**config.mk**
```make
export PLATFORM = sky130hd
export DESIGN_NAME = mii_rx_capture
export DESIGN_NICKNAME = d
export VERILOG_FILES = /design/src/rtl/eth_pkg.sv /design/src/rtl/mii_nibble_packer.sv /design/src/rtl/mii_rx_capture.sv
export SDC_FILE = /design/constraint.sdc
export NUM_CORES = 1
export LEC_CHECK = 0
export CELL_PAD_IN_SITES_DETAIL_PLACEMENT = 0
export CELL_PAD_IN_SITES_GLOBAL_PLACEMENT = 1
export CORE_ASPECT_RATIO = 1.4
export CORE_MARGIN = 2
export CORE_UTILIZATION = 44
export DETAILED_ROUTE_END_ITERATION = 10
export PLACE_DENSITY_LB_ADDON = 0.1
export SLEW_MARGIN = 20
export SYNTH_ARGS = -nofsm -noshare
export SYNTH_HDL_FRONTEND = slang
export SYNTH_SLANG_ARGS = --single-unit
export TNS_END_PERCENT = 10
```
**constraint.sdc**
```tcl
create_clock -name clk -period 3.15 [get_ports clk]
set_input_delay 0.945 -clock clk [delete_from_list [all_inputs] [get_ports clk]]
set_output_delay 0.945 -clock clk [all_outputs]
set_load 0.1 [all_outputs]
```
**src/rtl/eth_pkg.sv**
```systemverilog
// eth_pkg: shared types and constants for the MII receive path.
// Holds the receive FSM state type, the fixed preamble words written ahead of
// every frame, the frame RAM address width and the preamble/SFD nibble codes.
package eth_pkg;
  typedef enum logic [2:0] {IDLE, HUNT, CAPTURE, FLUSH, DONE, LOCK, DISCARD} rx_state_t;
  localparam int RAM_ADDR_W = 9;
  localparam logic [31:0] PREAMBLE_WORD0 = 32'h5555_5555;
  localparam logic [31:0] PREAMBLE_WORD1 = 32'h5D55_5555;
  localparam logic [3:0] NIB_SFD = 4'hD;
  localparam logic [3:0] NIB_PRE = 4'h5;
endpackage

```
**src/rtl/mii_nibble_packer.sv**
```systemverilog
// mii_nibble_packer: packs MII nibbles into 32-bit words, byte-swapped per byte.
// Ports: clk, rst_n (async, active-low); i_clr restarts packing; i_shift accepts
// i_nib; o_nib_cnt is the count of nibbles in the current word; o_word is the
// current word including i_nib (valid for the 8th nibble); o_flush is the
// partial word with unfilled nibble positions zero.
module mii_nibble_packer (
  input  logic        clk,
  input  logic        rst_n,
  input  logic        i_clr,
  input  logic        i_shift,
  input  logic [3:0]  i_nib,
  output logic [2:0]  o_nib_cnt,
  output logic [31:0] o_word,
  output logic [31:0] o_flush
);
  logic [31:0] r_word;
  logic [2:0]  r_cnt;
  logic [4:0]  w_off;
  // Even nibbles land in the high half of their byte, odd ones in the low half.
  assign w_off = {r_cnt[2:1], ~r_cnt[0], 2'b00};
  // Starting a new word discards the previous one, which keeps o_flush zero-padded.
  assign o_word = (r_cnt == 3'd0 ? 32'd0 : r_word) | ({28'd0, i_nib} << w_off);
  assign o_nib_cnt = r_cnt;
  assign o_flush = r_word;
  always_ff @(posedge clk or negedge rst_n) begin
    if (!rst_n) begin
      r_word <= '0;
      r_cnt  <= '0;
    end else if (i_clr) begin
      r_word <= '0;
      r_cnt  <= '0;
    end else if (i_shift) begin
      r_word <= o_word;
      r_cnt  <= r_cnt + 3'd1;
    end
  end
endmodule

```
**src/rtl/mii_rx_capture.sv**
```systemverilog
// mii_rx_capture: MII receive front end; qualifies preamble/SFD and stores frames in RAM.
// Ports: clk, rst_n (async, active-low); mii_rxd/mii_rx_dv/mii_rx_er from the PHY;
// wr_data/wr_addr/wr_ena drive the frame RAM; newpacket pulses for a stored frame
// of frame_len words; drop_count counts dropped frames (saturating); busy is high
// outside IDLE.
module mii_rx_capture
  import eth_pkg::*;
#(
  parameter int LOCK_CYCLES      = 2048,
  parameter int MIN_PREAMBLE_NIB = 6
) (
  input  logic                  clk,
  input  logic                  rst_n,
  input  logic [3:0]            mii_rxd,
  input  logic                  mii_rx_dv,
  input  logic                  mii_rx_er,
  output logic [31:0]           wr_data,
  output logic [RAM_ADDR_W-1:0] wr_addr,
  output logic                  wr_ena,
  output logic                  newpacket,
  output logic [RAM_ADDR_W:0]   frame_len,
  output logic [7:0]            drop_count,
  output logic                  busy
);
  localparam int LW = $clog2(LOCK_CYCLES + 1);
  rx_state_t             r_state, w_next;
  logic                  r_dv_prev, r_pend1, r_wr_ena, r_newpacket, r_busy;
  logic [3:0]            r_five, w_five;
  logic [RAM_ADDR_W:0]   r_word_addr, r_frame_len;
  logic [LW-1:0]         r_lock;
  logic [7:0]            r_drop_count;
  logic [31:0]           r_wr_data, w_data, w_word, w_flush;
  logic [RAM_ADDR_W-1:0] r_wr_addr, w_addr;
  logic [2:0]            w_nib_cnt;
  logic                  w_rise, w_hunt, w_wr, w_inc, w_drop, w_shift, w_clr;
  mii_nibble_packer u_packer (
    .clk       (clk),
    .rst_n     (rst_n),
    .i_clr     (w_clr),
    .i_shift   (w_shift),
    .i_nib     (mii_rxd),
    .o_nib_cnt (w_nib_cnt),
    .o_word    (w_word),
    .o_flush   (w_flush)
  );
  assign w_rise = mii_rx_dv & ~r_dv_prev;
  // The nibble that arms IDLE is already treated as the first HUNT nibble.
  assign w_hunt = (r_state == HUNT) | ((r_state == IDLE) & w_rise);
  assign w_five = (r_state == HUNT) ? r_five : 4'd0;
  always_comb begin
    w_next  = r_state;
    w_wr    = 1'b0;
    w_addr  = r_word_addr[RAM_ADDR_W-1:0];
    w_data  = w_word;
    w_inc   = 1'b0;
    w_drop  = 1'b0;
    w_shift = 1'b0;
    w_clr   = 1'b0;
    if (w_hunt) begin
      if (!mii_rx_dv) begin
        w_next = IDLE;
        w_drop = 1'b1;
      end else if (mii_rx_er || !(mii_rxd == NIB_PRE ||
                   (mii_rxd == NIB_SFD && w_five >= 4'(MIN_PREAMBLE_NIB)))) begin
        w_next = DISCARD;
        w_drop = 1'b1;
      end else if (mii_rxd == NIB_SFD) begin
        w_next = CAPTURE;
        w_wr   = 1'b1;
        w_addr = '0;
        w_data = PREAMBLE_WORD0;
        w_clr  = 1'b1;
      end else begin
        w_next = HUNT;
      end
    end else begin
      case (r_state)
        CAPTURE: begin
          // The second preamble word goes out on the first CAPTURE edge, which
          // can never complete a data word, so the two writes never collide.
          w_wr   = r_pend1 & ~(mii_rx_dv & mii_rx_er);
          w_addr = RAM_ADDR_W'(1);
          w_data = PREAMBLE_WORD1;
          if (!mii_rx_dv) begin
            w_next = (w_nib_cnt == 3'd0) ? DONE : (r_word_addr[RAM_ADDR_W] ? DISCARD : FLUSH);
            w_drop = (w_nib_cnt != 3'd0) & r_word_addr[RAM_ADDR_W];
          end else if (mii_rx_er) begin
            w_next = DISCARD;
            w_drop = 1'b1;
          end else begin
            w_shift = 1'b1;
            if (w_nib_cnt == 3'd7) begin
              if (r_word_addr[RAM_ADDR_W]) begin
                w_next = DISCARD;
                w_drop = 1'b1;
              end else begin
                w_wr   = 1'b1;
                w_addr = r_word_addr[RAM_ADDR_W-1:0];
                w_data = w_word;
                w_inc  = 1'b1;
              end
            end
          end
        end
        FLUSH: begin
          w_wr   = 1'b1;
          w_data = w_flush;
          w_inc  = 1'b1;
          w_next = DONE;
        end
        DONE:    w_next = LOCK;
        LOCK: begin
          w_drop = w_rise;
          w_next = (r_lock == '0 && !mii_rx_dv) ? IDLE : LOCK;
        end
        DISCARD: w_next = mii_rx_dv ? DISCARD : IDLE;
        default: w_next = r_state;
      endcase
    end
  end
  always_ff @(posedge clk or negedge rst_n) begin
    if (!rst_n) begin
      r_state      <= IDLE;
      r_dv_prev    <= 1'b1;
      r_pend1      <= 1'b0;
      r_five       <= '0;
      r_word_addr  <= '0;
      r_lock       <= '0;
      r_wr_data    <= '0;
      r_wr_addr    <= '0;
      r_wr_ena     <= 1'b0;
      r_newpacket  <= 1'b0;
      r_frame_len  <= '0;
      r_drop_count <= '0;
      r_busy       <= 1'b0;
    end else begin
      r_state     <= w_next;
      r_dv_prev   <= mii_rx_dv;
      r_pend1     <= w_clr;
      r_five      <= (w_next == HUNT) ? w_five + 4'(w_five != 4'hF) : 4'd0;
      r_word_addr <= w_clr ? (RAM_ADDR_W+1)'(2) : r_word_addr + (RAM_ADDR_W+1)'(w_inc);
      r_lock      <= (r_state == DONE) ? LW'(LOCK_CYCLES - 1) : r_lock - LW'(r_lock != '0);
      r_wr_ena    <= w_wr;
      if (w_wr) begin
        r_wr_addr <= w_addr;
        r_wr_data <= w_data;
      end
      r_newpacket <= (r_state == DONE);
      if (r_state == DONE) r_frame_len <= r_word_addr;
      if (w_drop && r_drop_count != 8'hFF) r_drop_count <= r_drop_count + 8'd1;
      r_busy      <= (w_next != IDLE);
    end
  end
  assign wr_data    = r_wr_data;
  assign wr_addr    = r_wr_addr;
  assign wr_ena     = r_wr_ena;
  assign newpacket  = r_newpacket;
  assign frame_len  = r_frame_len;
  assign drop_count = r_drop_count;
  assign busy       = r_busy;
endmodule

```
Word-level counts from Yosys, hierarchy flattened. Index checks and enable logic that the tools add are counted.

Add/subtract/negate cells: 5. Multiply operators: 0. Div/mod/pow operators: 0. Order comparisons: 1. Equal/unequal tests: 12. Shift operators: 1. Muxes and demuxes: 68. Bitwise logic cells: 10. Reduce and logical (&&, ||, !) cells: 14.

Operators by type and width (number): 32-bit two-way mux (11); 9-bit two-way mux (9); 32-bit case mux with 2 select lines (1); 3-bit two-way mux (13); 32-bit bitwise OR (1); 4-bit by 5-bit left shift with 32-bit output (1); 1-bit two-way mux (25); 3-bit case mux with 5 select lines (1); 3-bit equality test (second input constant) (4); 12-bit zero test (1); 12-bit two-way mux (1); 12-bit nonzero test (1); 12-bit by 1-bit subtractor with 12-bit output (1); 10-bit by 1-bit adder with 10-bit output (1); 10-bit two-way mux (1); 8-bit by 1-bit adder with 8-bit output (second input constant) (1); 4-bit two-way mux (2); 8-bit != test (second input constant) (1); 3-bit by 1-bit equality test with 1-bit output (second input constant) (2); 3-bit by 2-bit equality test with 1-bit output (second input constant) (2); 3-bit zero test (2); 1-bit case mux with 2 select lines (3); 3-bit nonzero test (2); 1-bit bitwise AND (5); 13 further kinds (19).

Register bits: 128. Bits in latches: 0. Bits in writable memories: 0. ROM bits: 0. Input port bits: 8. Output and inout port bits: 62. Word-level logic and storage cells: 126. Memories kept: 0.

Depth between registers and ports, before layout.
Depth after elaboration: 12. Gate-level depth with buffers: 12. Gate-level depth less buffers: 11.

By module. From an unflattened synthesis, not the netlist that was laid out.

Cell total of the unflattened synthesis: 652. Area total of the unflattened synthesis: 6671.4 um2.

Modules (own cells, without submodules): mii_rx_capture (instances 1, cells each 442, area an instance 4561.9 um2, sequential area each 2328.5 um2); mii_nibble_packer (instances 1, cells each 210, area an instance 2109.5 um2, sequential area each 875.8 um2).

Least setup slack after synthesis. Ideal clock, no wire load.

Path kind: input -> register. From: in mii_rx_dv. To: reg r_word_addr[8]. Setup time: 0.132 ns. Arrival: 2.700 ns. Data required time: 3.018 ns. Path slack: 0.319 ns. Stages on the path: 10. Path buffers: 1. Cell sequence: clkbuf_1 nand3b_1 o21ai_2 ha_1 ha_1 nand3_1 nor2_1 nand3_1 xor2_1 nor2_1.

Cells in the longest elaborated chain, start to end: 6. Elaborated cells on any way between the ends: 10. Those cells by class: add/sub (1); mux (6); bitwise (3).

RTL lines: start, declared (RTL line mii_rx_capture.sv:15) `input logic mii_rx_dv,`; 1-bit bitwise AND (RTL line mii_rx_capture.sv:46) `assign w_rise = mii_rx_dv & ~r_dv_prev;`; 1-bit bitwise AND (RTL line mii_rx_capture.sv:48) `assign w_hunt = (r_state == HUNT) | ((r_state == IDLE) & w_rise);`; 1-bit bitwise OR (RTL line mii_rx_capture.sv:48); 1-bit two-way mux (RTL line mii_rx_capture.sv:59) `if (w_hunt) begin`; 10-bit by 1-bit adder with 10-bit output (RTL line mii_rx_capture.sv:141) `r_word_addr <= w_clr ? (RAM_ADDR_W+1)'(2) : r_word_addr + (RAM_ADDR_W+1)'(w_inc);`; 10-bit two-way mux (*) (RTL line mii_rx_capture.sv:141); end signal, assigned (RTL line mii_rx_capture.sv:141); end, declared (RTL line mii_rx_capture.sv:29) `logic [RAM_ADDR_W:0] r_word_addr, r_frame_len;`.

Every way passes the cells marked *; elsewhere a longest branch is shown, timed or not. A chain may end at the register's enable or synchronous reset.

Worst setup path in the final report.
From: in mii_rx_er. To: reg r_wr_data[16] (netlist: wr_data[16]).

Cells in the longest elaborated chain, start to end: 9. Elaborated cells on any way between the ends: 18. Those cells by class: mux (14); bitwise (3); reduce/logical (1).

RTL lines: start, declared (RTL line mii_rx_capture.sv:16) `input logic mii_rx_er,`; 1-bit bitwise AND (RTL line mii_rx_capture.sv:81) `w_wr = r_pend1 & ~(mii_rx_dv & mii_rx_er);`; 1-bit inverter (RTL line mii_rx_capture.sv:81); 1-bit bitwise AND (RTL line mii_rx_capture.sv:81); 1-bit two-way mux (RTL line mii_rx_capture.sv:93) `if (r_word_addr[RAM_ADDR_W]) begin`; 1-bit two-way mux (RTL line mii_rx_capture.sv:92) `if (w_nib_cnt == 3'd7) begin`; 1-bit two-way mux (RTL line mii_rx_capture.sv:87) `end else if (mii_rx_er) begin`; 1-bit two-way mux (RTL line mii_rx_capture.sv:84) `if (!mii_rx_dv) begin`; 1-bit case mux with 2 select lines (RTL line mii_rx_capture.sv:77) `case (r_state)`; 1-bit two-way mux (RTL line mii_rx_capture.sv:59); end signal, assigned (RTL line mii_rx_capture.sv:146) `r_wr_data <= w_data;`; end, declared (RTL line mii_rx_capture.sv:32) `logic [31:0] r_wr_data, w_data, w_word, w_flush;`.

Parallel ways exist; a longest one is shown, timed or not.

==> impl_metrics.json <==
{
  "cp-start-kind": "primary input",
  "synth_cell_types": 59,
  "synth_edf_count": 0,
  "drc": 0,
  "drv_cap": 0,
  "ys.warnings.count": 0,
  "cts_num_sinks": 128,
  "diodes": 0,
  "ys_seq_area_frac": 0.512,
  "top_layer": "met4",
  "wl_met2_um": 7640,
  "synth.avg_cell_area_um2": 10.1,
  "viasPerCell": 5.41,
  "async_flop_share": 1.00,
  "synth.top_cell.area_share": 0.508,
  "ant_nets": 0,
  "hp-class": "reg2reg",
  "grt_pass1_wl_um": 25200,
  "maxSlewHeadroom": 0.539,
  "pwr-share-clk": 0.261,
  "yosysMostFrequentCell": "dfrtp_1",
  "power.share.combinational": 0.434,
  "area_growth_syn_to_layout_pct": 22.8,
  "post-route-cell-area_mm2": 0.00768,
  "clk_pin_slew_worst_paths_ns": 0.06,
  "port_buffers": 69,
  "p_leak_nw": 3.67,
  "setup_viol": 0,
  "die_h_um": 145,
  "period_share": 0.879,
  "fin_skew_ns": 0.0158,
  "drt_pass1_iterations": 5,
  "start_util": 0.450,
  "switching_share": 0.456,
  "rsz0062_at_grt": "no",
  "synth-seq-cells": 128,
  "fin_setup_tns_ns": 0,
  "cts_root_buf": "clkbuf_16",
  "hold_viol": 0,
  "wl_met1_um": 6780,
  "dieArea_mm2": 0.0152,
  "total_power_mw": 7.24,
  "postSynthCellCount": 617,
  "ctsLongestPathBuffers": 2,
  "routed-via-count": 4835,
  "post_cts_buffers": 0,
  "io_pins": 70,
  "grt_usage": 0.207,
  "drt_iter0_drc": 243,
  "coreArea_mm2": 0.0139,
  "yosys.area.top_type": "dfrtp_1",
  "fin_nets": 715,
  "post_drt_wl_per_cell_um": 16.9,
  "numCtsBuffers": 17,
  "slew_violations": 0,
  "htree_levels": 4,
  "placed_cell_area_mm2": 0.00712,
  "worstSkewPairLatency_ns": 0.42,
  "cts_tree": "built",
  "drive_above_1_share": 0.232,
  "endpoint_kind": "register",
  "grt_max_degree": 71,
  "worst_slew_pin_slew_ns": 0.692,
  "routed_wl_um": 15100,
  "place_congestion": 0.760,
  "row_count": 51,
  "critPathMaxFanout": 40,
  "pwr-share-seq": 0.306,
  "nFillCells": 1335,
  "status": "complete, no violations",
  "ir_worst_vdd_mv": 0.431,
  "p_per_area_mw_per_mm2": 942,
  "synth_nets": 635,
  "internal_power_mw": 3.94,
  "required_ns": 3.44,
  "arrival_ns": 3.06,
  "reg2reg_depth": 10,
  "dominantRegCellSynth": "dfrtp_1",
  "synth.cells.most_frequent": "127 x dfrtp_1, 101 x nand2_1, 57 x nor2_1",
  "wl_met3_um": 437,
  "overflow": 0,
  "max_freq_mhz": 361,
  "p_sw_mw": 3.30,
  "hpwl_um": 9900,
  "crit_type": "in2reg",
  "netlist_top_cells_area": "dfrtp_1 51%, mux2_4 7.4%, nand2_1 6.1%, nor2_1 3.4%, o22ai_1 3.3%",
  "die_w_um": 105,
  "netlist_area_mm2": 0.00626,
  "cts_resized": 0,
  "cts_hold_buf": 0,
  "fin_crit_ns": 2.77,
  "grt_pass1_vias": 4834,
  "antenna_found_initial": 0,
  "holdPathStages": 2
}
area by class of cell:
type,count,area (um^2),share of cell area
Sequential cell,128,3200,0.417
Inverter,14,52.6,0.00684
Clock buffer,17,425,0.0554
Timing Repair Buffer,97,806,0.105
Clock inverter,13,141,0.0184
Multi-Input combinational cell,439,2820,0.367
Tap cell,185,231,0.0301
kinds of logic after synthesis:
kind of cell | Yosys count | share of synthesized area
flops | 128 | 0.512
compound gates | 134 | 0.135
xor+xnor | 25 | 0.0350
simple gates | 236 | 0.181
mux | 33 | 0.0778
buf+inv | 50 | 0.0374
fa+ha+maj | 11 | 0.0216
cell usage in the layout, fill, tap and decap left out, drive strengths merged, types with 2 or more instances in the layout:
master         Yosys  routed
dfrtp            127     127
nand2            101     101
buf               13      91
nor2              58      58
o21ai             39      39
o22ai             33      33
mux2              32      32
a21oi             23      23
nand3             21      21
clkbuf            23      17
xnor2             16      16
inv               14      15
and3              10      10
ha                10      10
xor2               9       9
a32oi              9       9
a22o               9       9
nand2b             8       8
a22oi              8       8
nor2b              7       7
clkinv             0       7
clkdlybuf4s50      0       6
nor3               5       5
or3                3       3
or2b               3       3
nand3b             3       3
clkinvlp           0       3
nor4               3       3
and2               3       3
or4                2       2
bufinv             0       2
o211ai             2       2
layer usage:
metal | GRT usage | vias up
li1 | - | 2329
met1 | 0.272 | 2399
met2 | 0.341 | 91
met3 | 0.0427 | 16
met4 | 0.0673 | 0
met5 | 0 | -
state kept, by name, indices dropped and copies added, names as in the netlist, 4 cells and up:
signal / count
u_packer.o_flush: 32
r_lock: 12
wr_addr: 9
drop_count: 8
r_five: 4
r_word_addr: 10
frame_len: 10
wr_data: 32
critical path, stage by stage:
cell and delay (ns):
clkdlybuf4s50_1 0.52, nand4bb_4 0.31, nor4_4 0.42, nand3_4 0.10
and2_2 0.22, buf_12 0.21, mux2_4 0.32
worst paths after layout:
kind / slack (ns) / end / startpoint
setup / recovery: 0.38 / wr_data[16] / mii_rx_er
hold / removal: 0.47 / frame_len[6] / frame_len[6]
setup reg to reg: 0.47 / r_word_addr[8] / r_state[2]
hold reg to reg: 0.47 / frame_len[6] / frame_len[6]
max in group asynchronous: 1.79 / wr_data[30] / rst_n
min in group asynchronous: 0.55 / frame_len[6] / rst_n
power by group through the flow:
| stage | Clock [mW] | Combinational (mW) | Sequential [mW] |
|---|---|---|---|
| 2_1_floorplan | 0 | 1.06 | 3.55 |
| 3_3_place_gp | 0 | 3.13 | 2.23 |
| 3_5_place_dp | 0 | 3.16 | 2.23 |
| 4_1_cts | 1.92 | 3.16 | 2.21 |
| 5_1_grt | 2.01 | 3.33 | 2.25 |
| 6_report | 1.89 | 3.14 | 2.21 |
per-stage QoR:
stage,hold slack [ns],std cells,utilization,setup WS [ns]
global placement,0.462,863,0.512,0.0130
finish,0.471,893,0.552,0.380
floorplan,0.466,617,-,0.319
global route,0.510,893,0.552,0.154
CTS,0.480,893,0.552,0.379
detailed placement,0.466,863,0.512,-0.0620
Power figures use the tool's default switching activity.
